<file path="config.mk">
export PLATFORM = sky130hd
export DESIGN_NAME = frac_baud_gen
export DESIGN_NICKNAME = d
export VERILOG_FILES = /design/src/rtl/frac_baud_gen.sv
export SDC_FILE = /design/constraint.sdc
export NUM_CORES = 1
export LEC_CHECK = 0
export ABC_AREA = 1
export ABC_CLOCK_PERIOD_IN_PS = 6800
export CAP_MARGIN = 10
export CORE_AREA = 10 10 94 96
export CTS_BUF_LIST = sky130_fd_sc_hd__clkbuf_4 sky130_fd_sc_hd__clkbuf_8
export DETAILED_ROUTE_END_ITERATION = 10
export DIE_AREA = 0 0 104 106
export PLACE_DENSITY = 0.95
export SETUP_SLACK_MARGIN = 0.2
export SYNTH_ARGS = -nofsm -noshare
export SYNTH_HDL_FRONTEND = slang
export SYNTH_SLANG_ARGS = --single-unit
</file>
<file path="constraint.sdc">
create_clock -name clk -period 6.8 [get_ports clk]
set_clock_uncertainty 0.1 [all_clocks]
set_input_delay 1.36 -clock clk [delete_from_list [all_inputs] [get_ports clk]]
set_output_delay 1.36 -clock clk [all_outputs]
set_load 0.05 [all_outputs]
</file>
<file path="src/rtl/frac_baud_gen.sv">
// Fractional baud-rate generator.
// A down-counter plus a fractional accumulator produce an oversampling
// strobe (rxTick) whose average period is actInt + actFrac/2^FracWidth
// clocks. From it come a mid-bit strobe (sampleTick) and a bit strobe
// (txTick). A new rate is requested with a valid/ready handshake. It is
// only switched in on a bit boundary, or at once while the generator is
// idle, so that no bit is ever stretched or cut short.
module frac_baud_gen #(
  parameter int IntWidth   = 16,
  parameter int FracWidth  = 4,
  parameter int Oversample = 16,
  parameter int MinDiv     = 2,
  parameter int ResetInt   = 651,
  parameter int ResetFrac  = 1
) (
  input  logic                 clk,
  input  logic                 reset,
  input  logic                 enable,
  input  logic [IntWidth-1:0]  rateInt,
  input  logic [FracWidth-1:0] rateFrac,
  input  logic                 rateValid,
  output logic                 rateReady,
  input  logic                 rxRestart,
  output logic                 rxTick,
  output logic                 sampleTick,
  output logic                 txTick,
  output logic                 rateError
);

  localparam int OsWidth = $clog2(Oversample);
  localparam logic [IntWidth-1:0]  ResetIntVal  = IntWidth'(ResetInt);
  localparam logic [FracWidth-1:0] ResetFracVal = FracWidth'(ResetFrac);
  localparam logic [IntWidth:0]    ResetLoad    = (IntWidth+1)'(ResetInt - 1);
  localparam logic [IntWidth-1:0]  MinDivVal    = IntWidth'(MinDiv);
  localparam logic [OsWidth-1:0]   OsLast       = OsWidth'(Oversample - 1);
  localparam logic [OsWidth-1:0]   OsMid        = OsWidth'(Oversample / 2 - 1);

  logic [IntWidth-1:0]  actInt;
  logic [FracWidth-1:0] actFrac;
  logic [IntWidth-1:0]  pendInt;
  logic [FracWidth-1:0] pendFrac;
  logic                 pending;
  logic                 rateErrorReg;
  logic [IntWidth:0]    divCnt;
  logic [FracWidth-1:0] fracAcc;
  logic [OsWidth-1:0]   osCnt;

  logic                 divZero;
  logic                 tickRaw;
  logic                 txRaw;
  logic                 accept;
  logic                 applyRate;
  logic [FracWidth:0]   fracSum;
  logic [IntWidth:0]    actLoad;
  logic [IntWidth:0]    pendLoad;
  logic [IntWidth:0]    reloadCnt;

  // divCnt keeps one guard bit above IntWidth. The largest divisor plus a
  // fractional carry therefore still fits without wrapping.
  assign divZero   = (divCnt == '0);
  assign tickRaw   = enable && divZero;
  assign txRaw     = tickRaw && (osCnt == OsLast);
  assign rxTick    = tickRaw && !rxRestart && !reset;
  assign txTick    = rxTick && (osCnt == OsLast);
  assign sampleTick = rxTick && (osCnt == OsMid);
  assign rateReady = !pending;
  assign rateError = rateErrorReg;
  assign accept    = rateValid && !pending;
  assign applyRate = pending && (txRaw || !enable);
  assign fracSum   = {1'b0, fracAcc} + {1'b0, actFrac};
  assign actLoad   = {1'b0, actInt} - (IntWidth+1)'(1);
  assign pendLoad  = {1'b0, pendInt} - (IntWidth+1)'(1);
  assign reloadCnt = actLoad + (IntWidth+1)'(fracSum[FracWidth]);

  // Rate handshake: reject too-small divisors, otherwise hold the request
  // until the bit boundary (or idle) lets it replace the active rate.
  always_ff @(posedge clk) begin
    if (reset) begin
      actInt       <= ResetIntVal;
      actFrac      <= ResetFracVal;
      pendInt      <= '0;
      pendFrac     <= '0;
      pending      <= 1'b0;
      rateErrorReg <= 1'b0;
    end else begin
      rateErrorReg <= accept && (rateInt < MinDivVal);
      if (applyRate) begin
        actInt  <= pendInt;
        actFrac <= pendFrac;
        pending <= 1'b0;
      end else if (accept && (rateInt >= MinDivVal)) begin
        pendInt  <= rateInt;
        pendFrac <= rateFrac;
        pending  <= 1'b1;
      end
    end
  end

  // Tick timing: a rate switch, idling or a restart realigns the counters.
  // Otherwise each tick reloads the divisor, adding one clock whenever the
  // fractional accumulator overflows.
  always_ff @(posedge clk) begin
    if (reset) begin
      divCnt  <= ResetLoad;
      fracAcc <= '0;
      osCnt   <= '0;
    end else if (applyRate) begin
      divCnt  <= pendLoad;
      fracAcc <= '0;
      osCnt   <= '0;
    end else if (!enable || rxRestart) begin
      divCnt  <= actLoad;
      fracAcc <= '0;
      osCnt   <= '0;
    end else if (divZero) begin
      divCnt  <= reloadCnt;
      fracAcc <= fracSum[FracWidth-1:0];
      osCnt   <= osCnt + OsWidth'(1);
    end else begin
      divCnt  <= divCnt - (IntWidth+1)'(1);
    end
  end

endmodule

</file>
Word level (Yosys, flattened, before mapping)
Index checks and enable logic that the tools add are counted.

storage, ports and cells
  bits in registers = 67
  latch bits = 0
  memory bits (writable) = 0
  bits in read-only memories = 0
  output and inout port bits = 5
  logic and storage cells = 43
  memories kept = 0

operators by class
  $add $sub $neg = 6
  multipliers = 0
  div/mod/pow operators = 0
  $lt $le $gt $ge = 2
  eq/ne operators = 2
  shift-type cells = 0
  multiplexer cells = 3
  bitwise operators = 1
  reductions and logical operators = 20

operators by type and width
  kind                                                                                  count
  17-bit two-way mux                                                                    3
  16-bit by 1-bit subtractor with 17-bit output, second input constant                  2
  17-bit by 1-bit adder with 17-bit output                                              1
  17-bit logical NOT                                                                    1
  17-bit by 1-bit subtractor with 17-bit output, second input constant                  1
  16-bit by 2-bit greater-or-equal comparator with 1-bit output, second input constant  1
  16-bit by 2-bit less-than comparator with 1-bit output, second input constant         1
  1-bit logical AND                                                                     10
  4-bit by 4-bit adder with 5-bit output                                                1
  4-bit by 1-bit adder with 4-bit output, second input constant                         1
  4-bit by 3-bit == test with 1-bit output, second input constant                       1
  4-bit == test, second input constant                                                  1
  1-bit logical NOT                                                                     4
  3-bit OR reduction                                                                    1
  1-bit logical OR                                                                      2
  2-bit AND reduction                                                                   1
  2-bit OR reduction                                                                    1
  1-bit inverter                                                                        1

Longest topological paths before layout
Gate-level depths: netlist of run 1.

  word-level depth = 7
  gate-level depth with buffers = 18
  depth with buffers taken out = 18

Least setup slack after synthesis of run 1
No wires, ideal clock.

  path kind = input-to-output
  start point = input enable
  end point = output txTick
  data arrival time = 3.040 ns
  required time = 5.340 ns
  path slack = 2.300 ns
  stages on the path = 5
  buffers on the path = 1
  cell sequence = inv_1 nor2_1 clkinv_1 clkbuf_1 nor3_1

on the way
  cells in the longest elaborated chain, start to end = 4

ends and longest elaborated chain
  element                         line  text
  start, declared                 18    input logic enable,
  1-bit logical AND               61    assign tickRaw = enable && divZero;
  1-bit logical AND (2 in a row)  63    assign rxTick = tickRaw && !rxRestart && !reset;
  1-bit logical AND               64    assign txTick = rxTick && (osCnt == OsLast);
  end, declared                   26    output logic txTick,

Every way passes these cells.

Final worst setup path of run 1
  start point = input enable
  end point = output sampleTick

on the way
  cells in the longest elaborated chain, start to end = 4

ends and longest elaborated chain
  element                         line  text
  1-bit logical AND               61
  1-bit logical AND (2 in a row)  63
  1-bit logical AND               65    assign sampleTick = rxTick && (osCnt == OsMid);
  end, declared                   25    output logic sampleTick,

Every way passes these cells.

==> results of run 1 <==
[power by group through the flow]
stage	Combinational [W]	Sequential [W]	Clock (W)
final	0.000200	0.000446	0.000388
after global routing	0.000226	0.000451	0.000405
after CTS	0.000195	0.000445	0.000388
after detailed placement	0.000192	0.000454	0
after global placement	0.000182	0.000452	0
after floorplan	0.000143	0.000448	0
[worst min path at each step]
stage               slack, ps         end  depth (start not counted)   startpoint
floorplan                 330  actFrac[0]                          2  pendFrac[0]
global placement          340  actFrac[0]                          2  pendFrac[0]
detailed placement        370  fracAcc[0]                          2   fracAcc[0]
CTS                       380  fracAcc[0]                          2   fracAcc[0]
global route              410  fracAcc[1]                          2   fracAcc[1]
finish                    380  fracAcc[0]                          2   fracAcc[0]
[registers in the layout, summed over array words and instances, names as in the netlist]
signal	count
divCnt	17
actInt	16
pendInt	16
actFrac	4
fracAcc	4
osCnt	4
pendFrac	4
pending	1
rateError	1
[per-stage QoR]
step,utilization,std cells,hold WS [ps]
3_5_place_dp,0.668,770,373
3_3_place_gp,0.668,770,344
5_1_grt,0.705,787,411
2_1_floorplan,-,662,330
4_1_cts,0.701,786,383
6_report,0.705,787,383
[worst min-delay path: stages, from the launching register on]
cell and delay [ps]:
dfxtp_1 320, nand2_1 60, a21oi_1 60
[final cells by class]
type | instances | area, sq um
timing repair buffer | 32 | 333
multi-input combinational | 506 | 2690
tap | 99 | 124
clock inverter | 6 | 95.1
clock buffer | 10 | 138
inverter | 67 | 251
sequential | 67 | 1340
fill | 560 | 2080
[layout by cell type, fill, tap and decap left out, types with 2 or more instances in the layout]
cell             count
clkinv_1             2
a211oi_1             2
nor2_1              95
nand2_1            139
nand2_2              7
inv_6                3
clkdlybuf4s50_1     29
nand3_1             44
buf_4                2
bufinv_16            2
nor2_2               5
nand4_1             12
nor2_4               8
inv_2                7
nand3b_1             2
xnor2_1              9
xor2_1              16
inv_1               58
a21oi_2              3
o21ai_0             54
nand3_4              3
nor3_1               5
clkbuf_8            10
o211ai_1             7
nor3_2               2
o21ai_1             10
ha_1                10
a21oi_1             52
xor2_2               2
a31oi_1              2
dfxtp_1             67
or2_2                3
nor4_1               4
[cells in the mapped netlist, types with 9 or more instances]
library cell  count  area share
nand2_1         139        0.12
nor2_1           95       0.081
dfxtp_1          67        0.31
inv_1            58       0.050
o21ai_0          54       0.061
a21oi_1          52       0.059
nand3_1          44       0.050
xor2_1           16       0.032
clkbuf_1         15       0.013
nand4_1          12       0.017
ha_1             10       0.028
o21ai_1          10       0.011
xnor2_1           9       0.018
[per-layer routing]
metal | global-route usage | vias up | wire, um
li1 | - | 2214 | -
met1 | 0.236 | 2007 | 4650
met2 | 0.367 | 218 | 5290
met3 | 0.0507 | 34 | 954
met4 | 0.0785 | 0 | 327
met5 | 0 | - | 0
[logic make-up (layout without fill, tap and decap cells)]
| logic type | after synthesis | after routing | synth area share |
|---|---|---|---|
| and+or+nand+nor | 337 | 337 | 0.360 |
| xor gates and xnor gates | 28 | 28 | 0.0635 |
| AOI/OAI and AO/OA | 130 | 130 | 0.156 |
| adders and majority gates | 11 | 11 | 0.0330 |
| buffers and inverters | 89 | 115 | 0.0823 |
| DFF | 67 | 67 | 0.305 |
==> key figures, run 1 <==
Place
  – RePlAce Congestion: a little under 0.9
  – DP Area: about 4700 sq um
  – Dpl ws: about 1500 ps
  – I/O Buffers: 29
  – DP HPWL: slightly above 8000 um

Setup path
  – Crit. Startpoint: enable
  – Reg2reg end: divCnt[6]
  – CP bufs+invs: 4
  – Endpoint class of the critical path: output port
  – Worst Path Class, Setup: input pin to output port
  – CP top delay family: buffers and inverters
  – Reg2reg path depth: 14
  – Crit path capture: sampleTick
  – Worst path cell trace: clkdlybuf4s50_1 > inv_1 > nor2_1 > clkinv_1 > nor3_2 > and3_1 > clkdlybuf4s50_1
  – Worst setup SP type: input pin
  – Flop-to-flop setup slack: roughly 3700 ps
  – Most used cell, CP: clkdlybuf4s50_1
  – Worst reg2reg path startpoint: divCnt[0]
  – Worst Path Required: around 5300 ps
  – Max incr delay on CP: around 800 ps
  – CP max-delay cell: clkdlybuf4s50_1
  – Crit Path Max Fanout: 12
  – Arrival @ worst endpoint: a little under 4000 ps
  – CP Depth: 7

CTS
  – CTS Hold Bufs: 0
  – Number of setup buffers added after CTS: 0
  – Root Driver: clkbuf_8
  – Worst-Skew Late Latency: around 350 ps
  – H-tree depth: 3
  – Worst-path clk slew: approximately 80 ps
  – CTS sink count: 67
  – Post-CTS Resized: 0
  – CTS tree: done
  – Clock buffer depth: 2
  – TritonCTS Buffers: 9

Pwr
  – P per Cell Area: a little over 200 nW/um^2
  – Clk pwr share: 0.375
  – Flop pwr share: 0.432
  – Worst vdd rail ir drop: roughly 0.16 mV
  – Combinational Power Share: 0.193
  – Psw: around 0.00032 W
  – Total internal power: around 0.0007 W
  – Switching Share: 0.309
  – Leak: between 2 and 2.5 nW
  – Pwr Total: around 0.0010 W

Die
  – Core footprint: 7060 sq um
  – Initial Util: 0.623
  – Num rows: 31
  – Die Ht: 106 um
  – Num ports: 30
  – Die width: about 100 um
  – Die Footprint: 11000 sq um

STA
  – Max-slew headroom: 0.433
  – RSZ-0062 raised after global routing: no
  – Slew Limit Fails: 0
  – F_max: about 0.18 GHz
  – Worst Tran Pin Value: roughly 850 ps
  – Tmin final: roughly 5400 ps
  – Hold Violations, Final: 0
  – Worst setup margin: roughly 1400 ps
  – Final Setup Violations: 0
  – Final period util: 0.800
  – Setup TNS: 0 ps

Global routing
  – First-pass GRT wire length: ~20000 um
  – Initial antenna violation count: 0
  – GR Util All Layers: 0.207
  – GR Overflow Total: 0
  – Largest net degree at the start of global routing: 55
  – Vias in the first global route: between 4000 and 5000

Layout
  – Area grow syn2layout: 13.2%
  – ANT cells: 0
  – Fraction of layout cells with a size suffix above 1: 0.0945
  – Final Cell Area: slightly below 5000 sq um
  – Final net count: between 700 and 800

Synthesis
  – Netlist cell types: 43
  – #FFs+latches synth: 67
  – Post-synthesis instance total: between 600 and 700
  – Syn_nets: 698
  – Synth async-reset ratio: 0
  – EDFF count, synth: 0
  – Cell Area, Synth: approximately 4400 sq um
  – Seq/Total Area, Yosys: 0.305
  – Top FF cell, synth: dfxtp_1
  – Avg Inst Size Synth: approximately 6.6 sq um
  – Synth Warn #: 0

Route
  – Drt wl/cell: 14.3 um
  – DR iter-0 viols: 447
  – Antenna viol nets, final: 0
  – Drt total wl: about 11000 um
  – DRC viols: 0
  – Pre-Repair DR Iteration Count: 7
  – Total number of vias: roughly 4500
  – Via density: roughly 5.7

Min path
  – Hold Path Class: flop to flop

Outcome
  – Status: completed

Job
  – MaxCap Viol Count: 0
Power figures use the tool's default switching activity.
==> run 2: changes to the inputs <==
Settings changed: ABC_CLOCK_PERIOD_IN_PS 6800 to 5600, CORE_AREA 10 10 94 96 to 10 10 96 98, DIE_AREA 0 0 104 106 to 0 0 106 108, PLACE_DENSITY 0.95 to 0.92.
Clock period 6.8 ns to 5.6 ns, I/O delays scaled along.
==> run 2 against run 1 <==
Compared with the run above: sequential power grew 22%; sequential share of layout area grew 0.23 points; final area shrank 0.86%; power grew 16%; non-clock buffer count grew 1; critical endpoint unchanged.
==> key figures, run 2 (same netlist as run 1, synthesis figures left out) <==
Outcome
  – Status: completed

STA
  – Tmin final: between 4000 and 5000 ps
  – Slew Limit Fails: 0
  – RSZ-0062 raised after global routing: no
  – F_max: about 0.23 GHz
  – Setup TNS: 0 ps
  – Hold Violations, Final: 0
  – Worst setup margin: 1340 ps
  – Final Setup Violations: 0
  – Worst Tran Pin Value: between 800 and 900 ps
  – Final period util: 0.760
  – Max-slew headroom: 0.430

Die
  – Core footprint: ~7400 sq um
  – Die Ht: 108 um
  – Num ports: 30
  – Num rows: 32
  – Die Footprint: between 10000 and 15000 sq um
  – Initial Util: 0.590
  – Die width: approximately 110 um

Min path
  – Worst Hold Endpoint: fracAcc[0]
  – Hold Path Class: flop to flop
  – Hold depth: 2
  – Min-delay src: fracAcc[0]

Route
  – Pre-Repair DR Iteration Count: 6
  – Drt wl/cell: 13.6 um
  – DRC viols: 0
  – Antenna viol nets, final: 0
  – DR iter-0 viols: 350
  – Via density: about 5.6
  – Drt total wl: ~11000 um
  – Total number of vias: around 4400

Layout
  – Max FFs per register: 17
  – Area taken by multi-input logic gates: 2690 sq um
  – FF/Latch Area: 1340 sq um
  – Final net count: between 700 and 800
  – ANT cells: 0
  – Commonest non-fill, non-tap cells in the layout: nand2_1 (139), nor2_1 (95), dfxtp_1 (67)
  – Largest regs: divCnt (17), actInt (16), pendInt (16)
  – Fill count: between 600 and 700
  – Reg with most FFs: divCnt
  – Area grow syn2layout: 12.2%
  – Fraction of layout cells with a size suffix above 1: 0.100
  – Most common cell after layout, fill and taps aside: nand2_1

Setup path
  – Reg2reg end: divCnt[6]
  – Worst path cell trace: clkdlybuf4s50_1 > inv_1 > nor2_1 > clkinv_1 > nor3_2 > and3_1 > buf_4
  – Arrival @ worst endpoint: roughly 3000 ps
  – Reg2reg path depth: 14
  – Max incr delay on CP: about 560 ps
  – Worst Path Required: about 4400 ps
  – Worst setup SP type: input pin
  – Worst reg2reg path startpoint: divCnt[0]
  – Endpoint class of the critical path: output port
  – CP max-delay cell: nor2_1
  – CP bufs+invs: 4
  – Worst Path Class, Setup: input pin to output port
  – Flop-to-flop setup slack: between 2000 and 2500 ps
  – CP top delay family: buffers and inverters
  – CP Depth: 7
  – Crit Path Max Fanout: 12

Place
  – I/O Buffers: 29
  – Dpl ws: roughly 1400 ps
  – DP HPWL: roughly 7900 um
  – RePlAce Congestion: ~0.93

CTS
  – Clock buffer depth: 2
  – CTS sink count: 67
  – CTS Hold Bufs: 0
  – Post-CTS Resized: 0
  – Worst-path clk slew: around 80 ps
  – H-tree depth: 3
  – Worst-Skew Late Latency: about 360 ps
  – Root Driver: clkbuf_8
  – TritonCTS Buffers: 9
  – CTS tree: done
  – Number of setup buffers added after CTS: 0

Pwr
  – Leak: 2.03 nW
  – Worst vdd rail ir drop: between 0.15 and 0.2 mV
  – P per Cell Area: around 240 nW/um^2

Global routing
  – GR Util All Layers: 0.187
  – First-pass GRT wire length: roughly 18000 um
  – GR Overflow Total: 0
  – Largest net degree at the start of global routing: 55
  – Initial antenna violation count: 0
  – Vias in the first global route: just over 4000

Job
  – MaxCap Viol Count: 0
## run 2: report_power, final
part	internal (W)	total [W]	leakage [nW]	switching, W
clock network	0.000212	0.000422	0.0984	0.000210
logic	0.0000874	0.000236	1.38	0.000149
registers	0.000510	0.000542	0.550	0.0000324
## run 2: worst max-delay path by stage
| stage | startpoint | endpoint | slack, ps |
|---|---|---|---|
| floorplan | enable | txTick | 1580 |
| detailed placement | enable | sampleTick | 1370 |
| CTS | enable | sampleTick | 1340 |
| global placement | enable | sampleTick | 1400 |
| finish | enable | sampleTick | 1340 |
| global route | enable | sampleTick | 1180 |
## run 2: through the flow
step                      hold slack (ps)  cells  power (W)  instance area, sq um  utilization
after floorplan                       330    662   0.000718                  4400            -
after global placement                347    775   0.000771                  4730        0.635
after detailed placement              358    775   0.000782                  4730        0.635
after CTS                             391    791    0.00120                  4930        0.662
after global routing                  415    791    0.00126                  4930        0.662
final                                 385    791    0.00120                  4930        0.662
## run 2: worst reg2reg max path, stage by stage (launching register included)
cell and delay [ps]:
dfxtp_1 340, inv_1 80, ha_1 200, nand2_1 130, nor2_4 200, nand3_2 330, o21ai_1 400, nand2_1 80
buf_4 280, inv_2 400, nor2_1 130, inv_1 190, nand2_1 90, o21ai_1 90, inv_1 60
## run 2: layout make-up
| class | count | share of cell area |
|---|---|---|
| clock buffer | 9 | 0.0251 |
| clock inverter | 7 | 0.0167 |
| inverter | 67 | 0.0510 |
| multi-input combinational | 506 | 0.546 |
| sequential | 67 | 0.272 |
| tap | 102 | 0.0259 |
| timing repair buffer | 33 | 0.0634 |
## run 2: routing by layer
metal | vias up | track usage | wire (um)
met5 | - | 0 | 0
met3 | 26 | 0.0399 | 803
li1 | 2219 | - | -
met1 | 1981 | 0.221 | 4600
met4 | 0 | 0.0783 | 255
met2 | 177 | 0.322 | 5070
